File: config.mk
export PLATFORM = sky130hd
export DESIGN_NAME = button_event_decoder_flat
export DESIGN_NICKNAME = d
export VERILOG_FILES = /design/src/rtl/button_event_decoder_pkg.sv /design/src/rtl/button_event_decoder_if.sv /design/src/rtl/button_event_decoder_debounce_sync.sv /design/src/rtl/button_event_decoder.sv /design/src/flat_wrapper.sv
export SDC_FILE = /design/constraint.sdc
export NUM_CORES = 1
export LEC_CHECK = 0
export CORE_MARGIN = 4
export CORE_UTILIZATION = 35
export CTS_BUF_LIST = sky130_fd_sc_hd__clkbuf_4 sky130_fd_sc_hd__clkbuf_8 sky130_fd_sc_hd__clkbuf_16
export DETAILED_ROUTE_END_ITERATION = 10
export GPL_TIMING_DRIVEN = 1
export PLACE_DENSITY_LB_ADDON = 0.08
export REMOVE_ABC_BUFFERS = 1
export SYNTH_ARGS = -nofsm -noshare
export SYNTH_HDL_FRONTEND = slang
export SYNTH_SLANG_ARGS = --single-unit
export TNS_END_PERCENT = 30
File: constraint.sdc
create_clock -name clk -period 6.2 [get_ports clk]
set_input_delay 1.86 -clock clk [delete_from_list [all_inputs] [get_ports clk]]
set_output_delay 1.86 -clock clk [all_outputs]
set_load 0.01 [all_outputs]
File: src/rtl/button_event_decoder_pkg.sv
// button_event_decoder_pkg: shared clock-design codes (mode states, classifier states, event priority)
package button_event_decoder_pkg;
  typedef enum logic [1:0] {MODE_CLOCK, MODE_ALARM, MODE_STOPWATCH} mode_e;
  typedef enum logic [1:0] {CLS_IDLE, CLS_PRESSED, CLS_LONG_FIRED} cls_state_e;
  localparam int BTN_INC = 0;
  localparam int BTN_SET = 1;
  localparam int BTN_SW = 2;
  localparam int NUM_BTN = 3;
  // Lower event index wins arbitration: set > sw > inc_long > inc_short
  localparam int EV_SET = 0;
  localparam int EV_SW = 1;
  localparam int EV_LONG = 2;
  localparam int EV_SHORT = 3;
  localparam int NUM_EV = 4;
  typedef logic [NUM_EV-1:0] ev_t;
  typedef struct packed {
    logic stable;
    logic rise;
    logic fall;
  } btn_db_t;
  function automatic ev_t arb_pick(ev_t p);
    return p & -p;
  endfunction
endpackage

File: src/rtl/button_event_decoder_if.sv
// button_event_decoder_if: raw button inputs and decoded event pulses
interface button_event_decoder_if;
  logic btn_inc_raw;
  logic btn_set_raw;
  logic btn_sw_raw;
  logic inc_short;
  logic inc_long;
  logic set;
  logic sw;
  modport master (
    output btn_inc_raw, btn_set_raw, btn_sw_raw,
    input  inc_short, inc_long, set, sw
  );
  modport slave (
    input  btn_inc_raw, btn_set_raw, btn_sw_raw,
    output inc_short, inc_long, set, sw
  );
endinterface

File: src/rtl/button_event_decoder_debounce_sync.sv
// debounce_sync: 2-FF synchroniser plus debounce counter with registered rise/fall strobes
module debounce_sync #(
  parameter int DEBOUNCE_CYCLES = 500000,
  parameter int CNT_W = $clog2(DEBOUNCE_CYCLES) + 1
) (
  input  logic clk,
  input  logic rst,
  input  logic raw,
  output logic stable,
  output logic rise,
  output logic fall
);
  logic s1, s2;
  logic [CNT_W-1:0] cnt;
  always_ff @(posedge clk or posedge rst) begin
    if (rst) begin
      s1 <= 1'b0;
      s2 <= 1'b0;
      cnt <= '0;
      stable <= 1'b0;
      rise <= 1'b0;
      fall <= 1'b0;
    end else begin
      s1 <= raw;
      s2 <= s1;
      rise <= 1'b0;
      fall <= 1'b0;
      if (s2 == stable) cnt <= '0;
      else if (cnt == CNT_W'(DEBOUNCE_CYCLES - 1)) begin
        cnt <= '0;
        stable <= s2;
        rise <= s2;
        fall <= ~s2;
      end else cnt <= cnt + CNT_W'(1);
    end
  end
endmodule

File: src/rtl/button_event_decoder.sv
// button_event_decoder: debounced buttons -> short/long INC, SET, SW one-hot event pulses
module button_event_decoder
  import button_event_decoder_pkg::*;
#(
  parameter int DEBOUNCE_CYCLES = 500000,
  parameter int LONG_CYCLES = 50000000
) (
  input logic clk,
  input logic rst,
  button_event_decoder_if.slave bus
);
  localparam int MAX_C = DEBOUNCE_CYCLES > LONG_CYCLES ? DEBOUNCE_CYCLES : LONG_CYCLES;
  localparam int CNT_W = $clog2(MAX_C) + 1;
  logic [NUM_BTN-1:0] raw;
  btn_db_t db [NUM_BTN];
  cls_state_e state;
  logic [CNT_W-1:0] hold_cnt;
  ev_t pend, grant, req, ev;
  logic at_long;
  assign raw = {bus.btn_sw_raw, bus.btn_set_raw, bus.btn_inc_raw};
  for (genvar i = 0; i < NUM_BTN; i++) begin : g_db
    debounce_sync #(.DEBOUNCE_CYCLES(DEBOUNCE_CYCLES), .CNT_W(CNT_W)) u_db (
      .clk(clk),
      .rst(rst),
      .raw(raw[i]),
      .stable(db[i].stable),
      .rise(db[i].rise),
      .fall(db[i].fall)
    );
  end
  assign at_long = state == CLS_PRESSED && hold_cnt == CNT_W'(LONG_CYCLES - 1);
  assign grant = arb_pick(pend);
  always_comb begin
    req = '0;
    req[EV_SET] = db[BTN_SET].rise;
    req[EV_SW] = db[BTN_SW].rise;
    req[EV_LONG] = at_long && !db[BTN_INC].fall;
    req[EV_SHORT] = state == CLS_PRESSED && db[BTN_INC].fall;
  end
  // Pending flags absorb simultaneous events; one is granted per cycle
  always_ff @(posedge clk or posedge rst) begin
    if (rst) begin
      state <= CLS_IDLE;
      hold_cnt <= '0;
      pend <= '0;
      ev <= '0;
    end else begin
      ev <= grant;
      pend <= (pend & ~grant) | req;
      case (state)
        CLS_IDLE: if (db[BTN_INC].rise) begin
          state <= CLS_PRESSED;
          hold_cnt <= '0;
        end
        CLS_PRESSED:
          if (db[BTN_INC].fall) state <= CLS_IDLE;
          else if (at_long) state <= CLS_LONG_FIRED;
          else hold_cnt <= hold_cnt + CNT_W'(1);
        CLS_LONG_FIRED: if (!db[BTN_INC].stable) state <= CLS_IDLE;
        default: state <= CLS_IDLE;
      endcase
    end
  end
  assign bus.set = ev[EV_SET];
  assign bus.sw = ev[EV_SW];
  assign bus.inc_long = ev[EV_LONG];
  assign bus.inc_short = ev[EV_SHORT];
endmodule

File: src/flat_wrapper.sv
// flat-port wrapper written by rule: the top's interface ports become plain ports
module button_event_decoder_flat import button_event_decoder_pkg::*;
#(
  parameter int DEBOUNCE_CYCLES = 500000,
  parameter int LONG_CYCLES = 50000000
)
  (clk, rst, bus_btn_inc_raw, bus_btn_set_raw, bus_btn_sw_raw, bus_inc_short, bus_inc_long, bus_set, bus_sw);
  button_event_decoder_if bus_i ();
  input logic clk;
  input logic rst;
  input wire logic [$bits(bus_i.btn_inc_raw)-1:0] bus_btn_inc_raw;
  input wire logic [$bits(bus_i.btn_set_raw)-1:0] bus_btn_set_raw;
  input wire logic [$bits(bus_i.btn_sw_raw)-1:0] bus_btn_sw_raw;
  output wire logic [$bits(bus_i.inc_short)-1:0] bus_inc_short;
  output wire logic [$bits(bus_i.inc_long)-1:0] bus_inc_long;
  output wire logic [$bits(bus_i.set)-1:0] bus_set;
  output wire logic [$bits(bus_i.sw)-1:0] bus_sw;
  assign bus_i.btn_inc_raw = bus_btn_inc_raw;
  assign bus_i.btn_set_raw = bus_btn_set_raw;
  assign bus_i.btn_sw_raw = bus_btn_sw_raw;
  assign bus_inc_short = bus_i.inc_short;
  assign bus_inc_long = bus_i.inc_long;
  assign bus_set = bus_i.set;
  assign bus_sw = bus_i.sw;
  button_event_decoder #(.DEBOUNCE_CYCLES(DEBOUNCE_CYCLES), .LONG_CYCLES(LONG_CYCLES)) u_core (.clk(clk), .rst(rst), .bus(bus_i));
endmodule
==> results.sh, run 1 <==
export IMPL_synthCells=621
export IMPL_place_ws_ns=2.67
export IMPL_critPathRequiredTime_ns=4.34
export IMPL_max_stage_delay_ns=0.53
export IMPL_worstPathCellList="clkdlybuf4s50_1"
export IMPL_die_h_um=144
export IMPL_hold_ws_ns=0.352
export IMPL_core_um2=18000
export IMPL_clock_tree_root_cell="clkbuf_16"
export IMPL_dp_hpwl_um=8070
export IMPL_drcViolationCount=0
export IMPL_grt_pass1_wl_um=22300
export IMPL_ys_seq_elements=131
export IMPL_cts_max_path_buffers=2
export IMPL_post_cts_repair_setup_buffers=0
export IMPL_via_per_inst=5.02
export IMPL_antenna_cells=0
export IMPL_critical_path_class="reg2out"
export IMPL_worst_path_buf_inv=1
export IMPL_fin_skew_ns=0.00948
export IMPL_postRouteAntennaNets=0
export IMPL_fin_tns_setup_ns=0
export IMPL_insertion_delay_ns=0.42
export IMPL_nFillCells=1802
export IMPL_maxCapViolations=0
export IMPL_status="finished, final reports clean"
export IMPL_cts_hold_buf=0
export IMPL_max_freq_ghz=0.320
export IMPL_drt_iter0_markers=204
export IMPL_slew_headroom=0.355
export IMPL_setup_viol_count_final=0
export IMPL_fin_nets=645
export IMPL_dieArea_um2=20700
export IMPL_startpoint_type="register"
export IMPL_finalHoldViolations=0
export IMPL_rsz0062_at_grt="no"
export IMPL_grt_pass1_vias=4475
export IMPL_period_minus_slack_ns=3.12
export IMPL_synth_top_family_by_area="simple AND/OR/NAND/NOR gates"
export IMPL_die_x_um=144
export IMPL_post_cts_resized=0
export IMPL_wl_um=12300
export IMPL_drt_pass1_iterations=4
export IMPL_io_buffers=8
export IMPL_grt_total_usage=0.135
export IMPL_vdd_ir_drop_max_mv=0.197
export IMPL_synthSimpleGateAreaFrac=0.306
export IMPL_synth_seq_area_share=0.508
export IMPL_wire_per_inst_um=14.1
export IMPL_antenna_found_initial=0
export IMPL_slowest_stage="clkdlybuf4s50_1"
export IMPL_ioPinCount=9
export IMPL_multi_input_area_um2=3030
export IMPL_hold_path_class="reg2reg"
export IMPL_netlist_cell_type_count=51
export IMPL_muxShareOfSynthArea=0.0136
export IMPL_grt_max_degree=109
export IMPL_netlist_area_um2=6450
export IMPL_cts_sinks=131
export IMPL_async_flop_share=1.00
export IMPL_htreeDepth=4
export IMPL_synth_edf_count=0
export IMPL_cp_data_arrival_time_ns=1.26
export IMPL_layout_drive_gt1_share=0.126
export IMPL_p_leak_nw=3.19
export IMPL_p_total_w=0.00203
export IMPL_fin_util=0.410
export IMPL_rows=49
export IMPL_critPathMaxFanout=1
export IMPL_cts_tree="done"
export IMPL_cts_buffers=17
export IMPL_clkSlewWorstSetupHoldPaths_ns=0.06
export IMPL_synth_compound_area_frac=0.0192
export IMPL_worst_slack_ns=3.08
export IMPL_syn_area_per_cell_um2=10.4
export IMPL_min_period_over_period=0.504
export IMPL_synth_xor_area_share=0.124
export IMPL_ys_flop_type="dfrtp_1"
export IMPL_power_density_nw_per_um2=274
export IMPL_synthAdderAreaFrac=0.00776
export IMPL_yosysWarnings=0
export IMPL_crit_family="buffers and inverters"
export IMPL_slew_violations=0
export IMPL_finalWeightedCongestion=0.771
export IMPL_area_delta_synth_final_pct=14.6
export IMPL_vias=4410
export IMPL_floorplan_initialDensity=0.358
export IMPL_grt_overflow_total=0
export IMPL_seq_area_um2=3280
export IMPL_worstMarginPinSlew_ns=0.968
export IMPL_crit_path_end_kind="primary output"
==> Yosys cell counts, drive strengths merged (4+ instances only) <==
cell type  count  area (µm²)
dfrtp        131        3280
nor2         113         474
xor2          58         508
nand2         55         214
nand3         37         190
nand4         36         259
xnor2         33         289
nor4          20         244
and3          15        93.8
nor3          12        70.1
inv           11        41.3
nor4b         10        87.6
o21ai         10        53.8
and4           9        78.8
buf            9        82.6
or3            7        43.8
a21oi          6        30.0
and2           6        37.5
nor3b          6        56.3
mux2i          5        50.1
or2            5        31.3
clkbuf         4        15.0
ha             4        50.1
==> layout make-up <==
class	instances	share of cell area
Timing Repair Buffer	9	0.0119
Sequential cell	131	0.444
Clock buffer	19	0.0613
Tap cell	229	0.0388
Clock inverter	13	0.0278
Inverter	11	0.00627
Multi-Input combinational cell	466	0.410
==> final timing paths <==
kind                                                          to  cells past startpoint                                  from  slack [ns]
max                                                 bus_inc_long                      1                u_core.ev[2]$_DFF_PP0_        3.08
min                             u_core.g_db[1].u_db.s2$_DFF_PP0_                      0      u_core.g_db[1].u_db.s1$_DFF_PP0_        0.35
max reg2reg                 u_core.g_db[2].u_db.cnt[7]$_DFF_PP0_                      6  u_core.g_db[2].u_db.cnt[0]$_DFF_PP0_        3.88
min reg2reg                     u_core.g_db[1].u_db.s2$_DFF_PP0_                      0      u_core.g_db[1].u_db.s1$_DFF_PP0_        0.35
max in group asynchronous  u_core.g_db[2].u_db.cnt[25]$_DFF_PP0_                      3                                   rst        3.22
min in group asynchronous   u_core.g_db[1].u_db.cnt[2]$_DFF_PP0_                      2                                   rst        2.05
==> report_power, final <==
part | internal [W] | switching [W] | leakage (nW)
Clock | 0.000734 | 0.000385 | 0.315
Combinational | 0.00000898 | 0.0000312 | 1.07
Sequential | 0.000862 | 0.00000646 | 1.81
==> cell families (layout without fill, tap and decap cells) <==
group / Yosys count / count (layout)
and+or+nand+nor: 342 / 342
DFF: 131 / 131
xor gates and xnor gates: 91 / 91
buffers and inverters: 24 / 52
AOI/OAI and AO/OA: 21 / 21
muxes: 8 / 8
adders and majority gates: 4 / 4
==> placed cells by master (no fill, tap or decap), types with 8 or more instances in the layout <==
| cell | netlist | routed |
|---|---|---|
| dfrtp_1 | 131 | 131 |
| nor2_1 | 93 | 93 |
| xor2_1 | 58 | 58 |
| nand2_1 | 54 | 54 |
| nand3_1 | 36 | 36 |
| xnor2_1 | 33 | 33 |
| nand4_1 | 32 | 32 |
| nor2_2 | 20 | 20 |
| clkbuf_16 | 0 | 17 |
| and3_1 | 15 | 15 |
| nor4b_1 | 10 | 10 |
| inv_1 | 11 | 10 |
| nor3_1 | 10 | 10 |
| and4_1 | 9 | 9 |
| o21ai_0 | 9 | 9 |
| nor4_1 | 8 | 8 |
| clkdlybuf4s50_1 | 0 | 8 |
==> flip-flops by register name (all words and copies together), names as in the netlist <==
register / cells
u_core.g_db.u_db.fall: 1
u_core.g_db.u_db.stable: 3
u_core.g_db.u_db.s2: 3
u_core.state: 2
u_core.g_db.u_db.cnt: 81
u_core.ev: 4
u_core.pend: 4
u_core.g_db.u_db.s1: 3
u_core.hold_cnt: 27
u_core.g_db.u_db.rise: 3
==> metrics by stage <==
step           instance area [µm²]  std cells
3_5_place_dp                  6730        846
4_1_cts                       7390        878
3_3_place_gp                  6730        846
6_report                      7390        878
2_1_floorplan                 6350        608
5_1_grt                       7390        878
==> per-layer routing <==
metal | up-vias | global-route usage | part of all wire
met4 | 0 | 0.0585 | 0.019
li1 | 2190 | - | -
met5 | - | 0 | 0
met1 | 2156 | 0.181 | 0.49
met2 | 45 | 0.211 | 0.47
met3 | 19 | 0.0300 | 0.022
No activity file was read; power rests on OpenSTA's default activity.
==> inputs of run 2 (changes only) <==
Clock period 6.2 ns to 2.7 ns, I/O delays scaled along.
==> results.sh, run 2 (synthesized netlist as in run 1, its figures left out) <==
export IMPL_crit_family="buffers and inverters"
export IMPL_slowest_stage="clkdlybuf4s50_1"
export IMPL_postRouteAntennaNets=0
export IMPL_fin_skew_ns=0.00541
export IMPL_critPathRequiredTime_ns=1.89
export IMPL_crit_path_end_kind="primary output"
export IMPL_cp_data_arrival_time_ns=1.28
export IMPL_cts_tree="done"
export IMPL_cts_buffers=17
export IMPL_vdd_ir_drop_max_mv=0.460
export IMPL_drcViolationCount=0
export IMPL_rsz0062_at_grt="no"
export IMPL_ioPinCount=9
export IMPL_area_delta_synth_final_pct=14.0
export IMPL_worst_path_buf_inv=1
export IMPL_slew_violations=0
export IMPL_finalWeightedCongestion=0.778
export IMPL_io_buffers=8
export IMPL_max_stage_delay_ns=0.53
export IMPL_final_cell_mix="dfrtp_1 (131), nor2_1 (93), xor2_1 (58)"
export IMPL_grt_pass1_vias=4563
export IMPL_dp_hpwl_um=8570
export IMPL_largest_reg_flops=81
export IMPL_finalHoldViolations=0
export IMPL_max_freq_ghz=0.479
export IMPL_post_cts_repair_setup_buffers=0
export IMPL_htreeDepth=4
export IMPL_die_h_um=144
export IMPL_startpoint_type="register"
export IMPL_grt_total_usage=0.138
export IMPL_insertion_delay_ns=0.41
export IMPL_placed_cells=852
export IMPL_mostFrequentLayoutCell="dfrtp_1"
export IMPL_antenna_cells=0
export IMPL_top_register="u_core.g_db.u_db.cnt"
export IMPL_fin_nets=651
export IMPL_clkSlewWorstSetupHoldPaths_ns=0.06
export IMPL_wl_um=12800
export IMPL_cts_max_path_buffers=2
export IMPL_grt_max_degree=43
export IMPL_grt_pass1_wl_um=22800
export IMPL_min_period_over_period=0.774
export IMPL_via_per_inst=5.04
export IMPL_drt_iter0_markers=374
export IMPL_cts_sinks=131
export IMPL_slew_headroom=0.582
export IMPL_power_density_nw_per_um2=580
export IMPL_period_minus_slack_ns=2.09
export IMPL_worstMarginPinSlew_ns=0.619
export IMPL_antenna_found_initial=0
export IMPL_die_x_um=144
export IMPL_grt_overflow_total=0
export IMPL_dieArea_um2=20700
export IMPL_fin_tns_setup_ns=0
export IMPL_wire_per_inst_um=14.5
export IMPL_drt_pass1_iterations=4
export IMPL_clock_tree_root_cell="clkbuf_16"
export IMPL_setup_viol_count_final=0
export IMPL_reg_top3="u_core.g_db.u_db.cnt: 81 flops, u_core.hold_cnt: 27 flops"
export IMPL_vias=4446
export IMPL_worstPathCellList="clkdlybuf4s50_1"
export IMPL_layout_drive_gt1_share=0.133
export IMPL_worst_slack_ns=0.611
export IMPL_core_um2=18000
export IMPL_critical_path_class="reg2out"
export IMPL_p_total_w=0.00426
export IMPL_rows=49
export IMPL_final_cell_count_no_fill=883
export IMPL_critPathMaxFanout=1
export IMPL_p_leak_nw=3.18
export IMPL_cts_hold_buf=0
export IMPL_post_cts_resized=0
export IMPL_hold_path_class="reg2reg"
export IMPL_maxCapViolations=0
export IMPL_status="finished, final reports clean"
export IMPL_floorplan_initialDensity=0.358
export IMPL_place_ws_ns=0.709
run 2: cell types whose count changed in the layout (fill, tap and decap cells not counted):
cell	before	now
clkinvlp_4	3	4
bufinv_16	5	1
clkbuf_4	0	2
inv_6	2	1
buf_4	1	5
buf_12	0	2
clkinv_2	3	5
clkinv_4	1	0
run 2: cell type report:
type,count,area [µm²]
clock buffer,21,468
clock inverter,10,85.1
fill,1770,10700
inverter,11,46.3
multi-input combinational,466,3030
sequential,131,3280
tap,229,287
timing repair buffer,15,158
run 2: per-layer routing:
layer  vias to the layer above  GRT usage  share of wire
met2                        40      0.215           0.47
li1                       2194          -              -
met3                        15     0.0309          0.020
met4                         0     0.0530          0.016
met5                         -          0              0
met1                      2197      0.187           0.49
run 2: path summary, 6_finish.rpt:
| path | from | end | slack, ns | depth (start not counted) |
|---|---|---|---|---|
| setup reg to reg | u_core.g_db[0].u_db.cnt[0]$_DFF_PP0_ | u_core.g_db[0].u_db.cnt[6]$_DFF_PP0_ | 0.73 | 6 |
| max in group asynchronous | rst | u_core.g_db[1].u_db.cnt[19]$_DFF_PP0_ | 1.34 | 3 |
| setup / recovery | u_core.ev[2]$_DFF_PP0_ | bus_inc_long | 0.61 | 1 |
| min in group asynchronous | rst | u_core.g_db[1].u_db.s1$_DFF_PP0_ | 0.78 | 2 |
| hold / removal | u_core.g_db[1].u_db.rise$_DFF_PP0_ | u_core.pend[0]$_DFF_PP0_ | 0.35 | 0 |
| hold reg to reg | u_core.g_db[1].u_db.rise$_DFF_PP0_ | u_core.pend[0]$_DFF_PP0_ | 0.35 | 0 |
run 2: metrics by stage:
stage	utilization	area [µm²]	hold slack [ns]
finish	0.408	7350	0.345
global route	0.408	7350	0.354
CTS	0.408	7350	0.347
detailed placement	0.377	6800	0.335
global placement	0.377	6800	0.332
floorplan	-	6350	0.331
run 2: power breakdown:
group	switching, W	internal [W]	leakage [nW]
combinational	0.0000751	0.0000294	1.10
clock	0.000846	0.00132	0.267
sequential	0.0000154	0.00198	1.81
total	0.000936	0.00333	3.18
==> inputs of run 3 (changes only) <==
Clock period 2.7 ns to 2.19 ns, I/O delays scaled along.
==> results.sh, run 3 (synthesized netlist as in run 1, its figures left out) <==
export IMPL_status="finished, final reports clean"
export IMPL_grt_pass1_wl_um=22300
export IMPL_min_period_over_period=0.896
export IMPL_rr_worst_depth=6
export IMPL_floorplan_initialDensity=0.358
export IMPL_critical_path_class="reg2out"
export IMPL_dieArea_um2=20700
export IMPL_hold_ws_ns=0.350
export IMPL_antenna_cells=0
export IMPL_cp_data_arrival_time_ns=1.30
export IMPL_setup_viol_count_final=0
export IMPL_postRouteAntennaNets=0
export IMPL_finalHoldViolations=0
export IMPL_p_total_w=0.00555
export IMPL_core_um2=18000
export IMPL_cts_tree="done"
export IMPL_via_per_inst=4.95
export IMPL_drt_pass1_iterations=4
export IMPL_worstMarginPinSlew_ns=0.564
export IMPL_final_cell_count_no_fill=888
export IMPL_cts_max_path_buffers=2
export IMPL_period_minus_slack_ns=1.96
export IMPL_grt_max_degree=44
export IMPL_layout_drive_gt1_share=0.140
export IMPL_clkSlewWorstSetupHoldPaths_ns=0.06
export IMPL_area_delta_synth_final_pct=15.8
export IMPL_power_density_nw_per_um2=743
export IMPL_largest_reg_flops=81
export IMPL_post_cts_repair_setup_buffers=0
export IMPL_slowest_stage="clkdlybuf4s50_1"
export IMPL_die_x_um=144
export IMPL_worst_path_buf_inv=1
export IMPL_fin_tns_setup_ns=0
export IMPL_startpoint_type="register"
export IMPL_hold_path_class="reg2reg"
export IMPL_rsz0062_at_grt="no"
export IMPL_crit_path_end_kind="primary output"
export IMPL_hold_depth=0
export IMPL_slew_violations=0
export IMPL_rows=49
export IMPL_ioPinCount=9
export IMPL_dp_hpwl_um=8540
export IMPL_grt_total_usage=0.136
export IMPL_htreeDepth=4
export IMPL_insertion_delay_ns=0.42
export IMPL_grt_pass1_vias=4539
export IMPL_max_stage_delay_ns=0.54
export IMPL_placed_cells=856
export IMPL_fin_nets=655
export IMPL_clock_tree_root_cell="clkbuf_16"
export IMPL_wl_um=12700
export IMPL_mostFrequentLayoutCell="dfrtp_1"
export IMPL_cts_buffers=17
export IMPL_drcViolationCount=0
export IMPL_wire_per_inst_um=14.3
export IMPL_critPathMaxFanout=1
export IMPL_crit_family="buffers and inverters"
export IMPL_p_leak_nw=3.24
export IMPL_post_cts_resized=0
export IMPL_die_h_um=144
export IMPL_worstPathCellList="clkdlybuf4s50_1"
export IMPL_cts_hold_buf=0
export IMPL_vias=4396
export IMPL_slew_headroom=0.621
export IMPL_vdd_ir_drop_max_mv=0.527
export IMPL_top_register="u_core.g_db.u_db.cnt"
export IMPL_reg_top3="u_core.g_db.u_db.cnt: 81 flops, u_core.hold_cnt: 27 flops"
export IMPL_grt_overflow_total=0
export IMPL_fin_skew_ns=0.00726
export IMPL_max_freq_ghz=0.510
export IMPL_critPathRequiredTime_ns=1.53
export IMPL_finalWeightedCongestion=0.794
export IMPL_io_buffers=8
export IMPL_maxCapViolations=0
export IMPL_cp_depth=1
export IMPL_drt_iter0_markers=218
export IMPL_fin_util=0.414
export IMPL_final_cell_mix="dfrtp_1 (131), nor2_1 (93), xor2_1 (58)"
export IMPL_cts_sinks=131
export IMPL_antenna_found_initial=0
-- run 3: cell types whose count changed in the layout (fill, tap and decap cells not counted), sizes merged --
| cell | delta |
|---|---|
| buf | +4 |
| bufinv | +2 |
| clkbuf | -3 |
| clkinv | -2 |
| clkinvlp | -2 |
| inv | +6 |
-- run 3: layout make-up --
class,instances,area (µm²)
Timing Repair Buffer,19,213
Fill cell,1759,10600
Clock inverter,14,176
Inverter,11,46.3
Tap cell,229,287
Clock buffer,18,433
Sequential cell,131,3280
Multi-Input combinational cell,466,3030
-- run 3: layer usage --
metal	global-route usage	vias up	wire, µm
met1	0.178	2140	6190
met4	0.0639	0	304
met3	0.0336	20	285
met5	0	-	0
li1	-	2199	-
met2	0.211	37	5890
-- run 3: power breakdown --
group	total, W	internal [W]	switching [W]
sequential	0.00246	0.00244	0.0000182
combinational	0.000135	0.0000413	0.0000941
clock	0.00295	0.00182	0.00113
-- run 3: through the flow --
step	cell area, µm²	setup WS, ns
final	7460	0.228
after global routing	7460	0.0633
after CTS	7460	0.172
after detailed placement	6850	0.245
after global placement	6850	0.288
after floorplan	6350	-1.96
-- run 3: final timing paths --
| path | start | end | slack [ns] |
|---|---|---|---|
| worst max register to register | u_core.g_db[0].u_db.cnt[0]$_DFF_PP0_ | u_core.g_db[0].u_db.cnt[6]$_DFF_PP0_ | 0.26 |
| worst max-delay path | u_core.ev[2]$_DFF_PP0_ | bus_inc_long | 0.23 |
| worst min-delay path | u_core.g_db[0].u_db.s1$_DFF_PP0_ | u_core.g_db[0].u_db.s2$_DFF_PP0_ | 0.35 |
| min in group asynchronous | rst | u_core.g_db[1].u_db.s1$_DFF_PP0_ | 0.59 |
| worst min register to register | u_core.g_db[0].u_db.s1$_DFF_PP0_ | u_core.g_db[0].u_db.s2$_DFF_PP0_ | 0.35 |
| max in group asynchronous | rst | u_core.g_db[2].u_db.cnt[20]$_DFF_PP0_ | 1.03 |
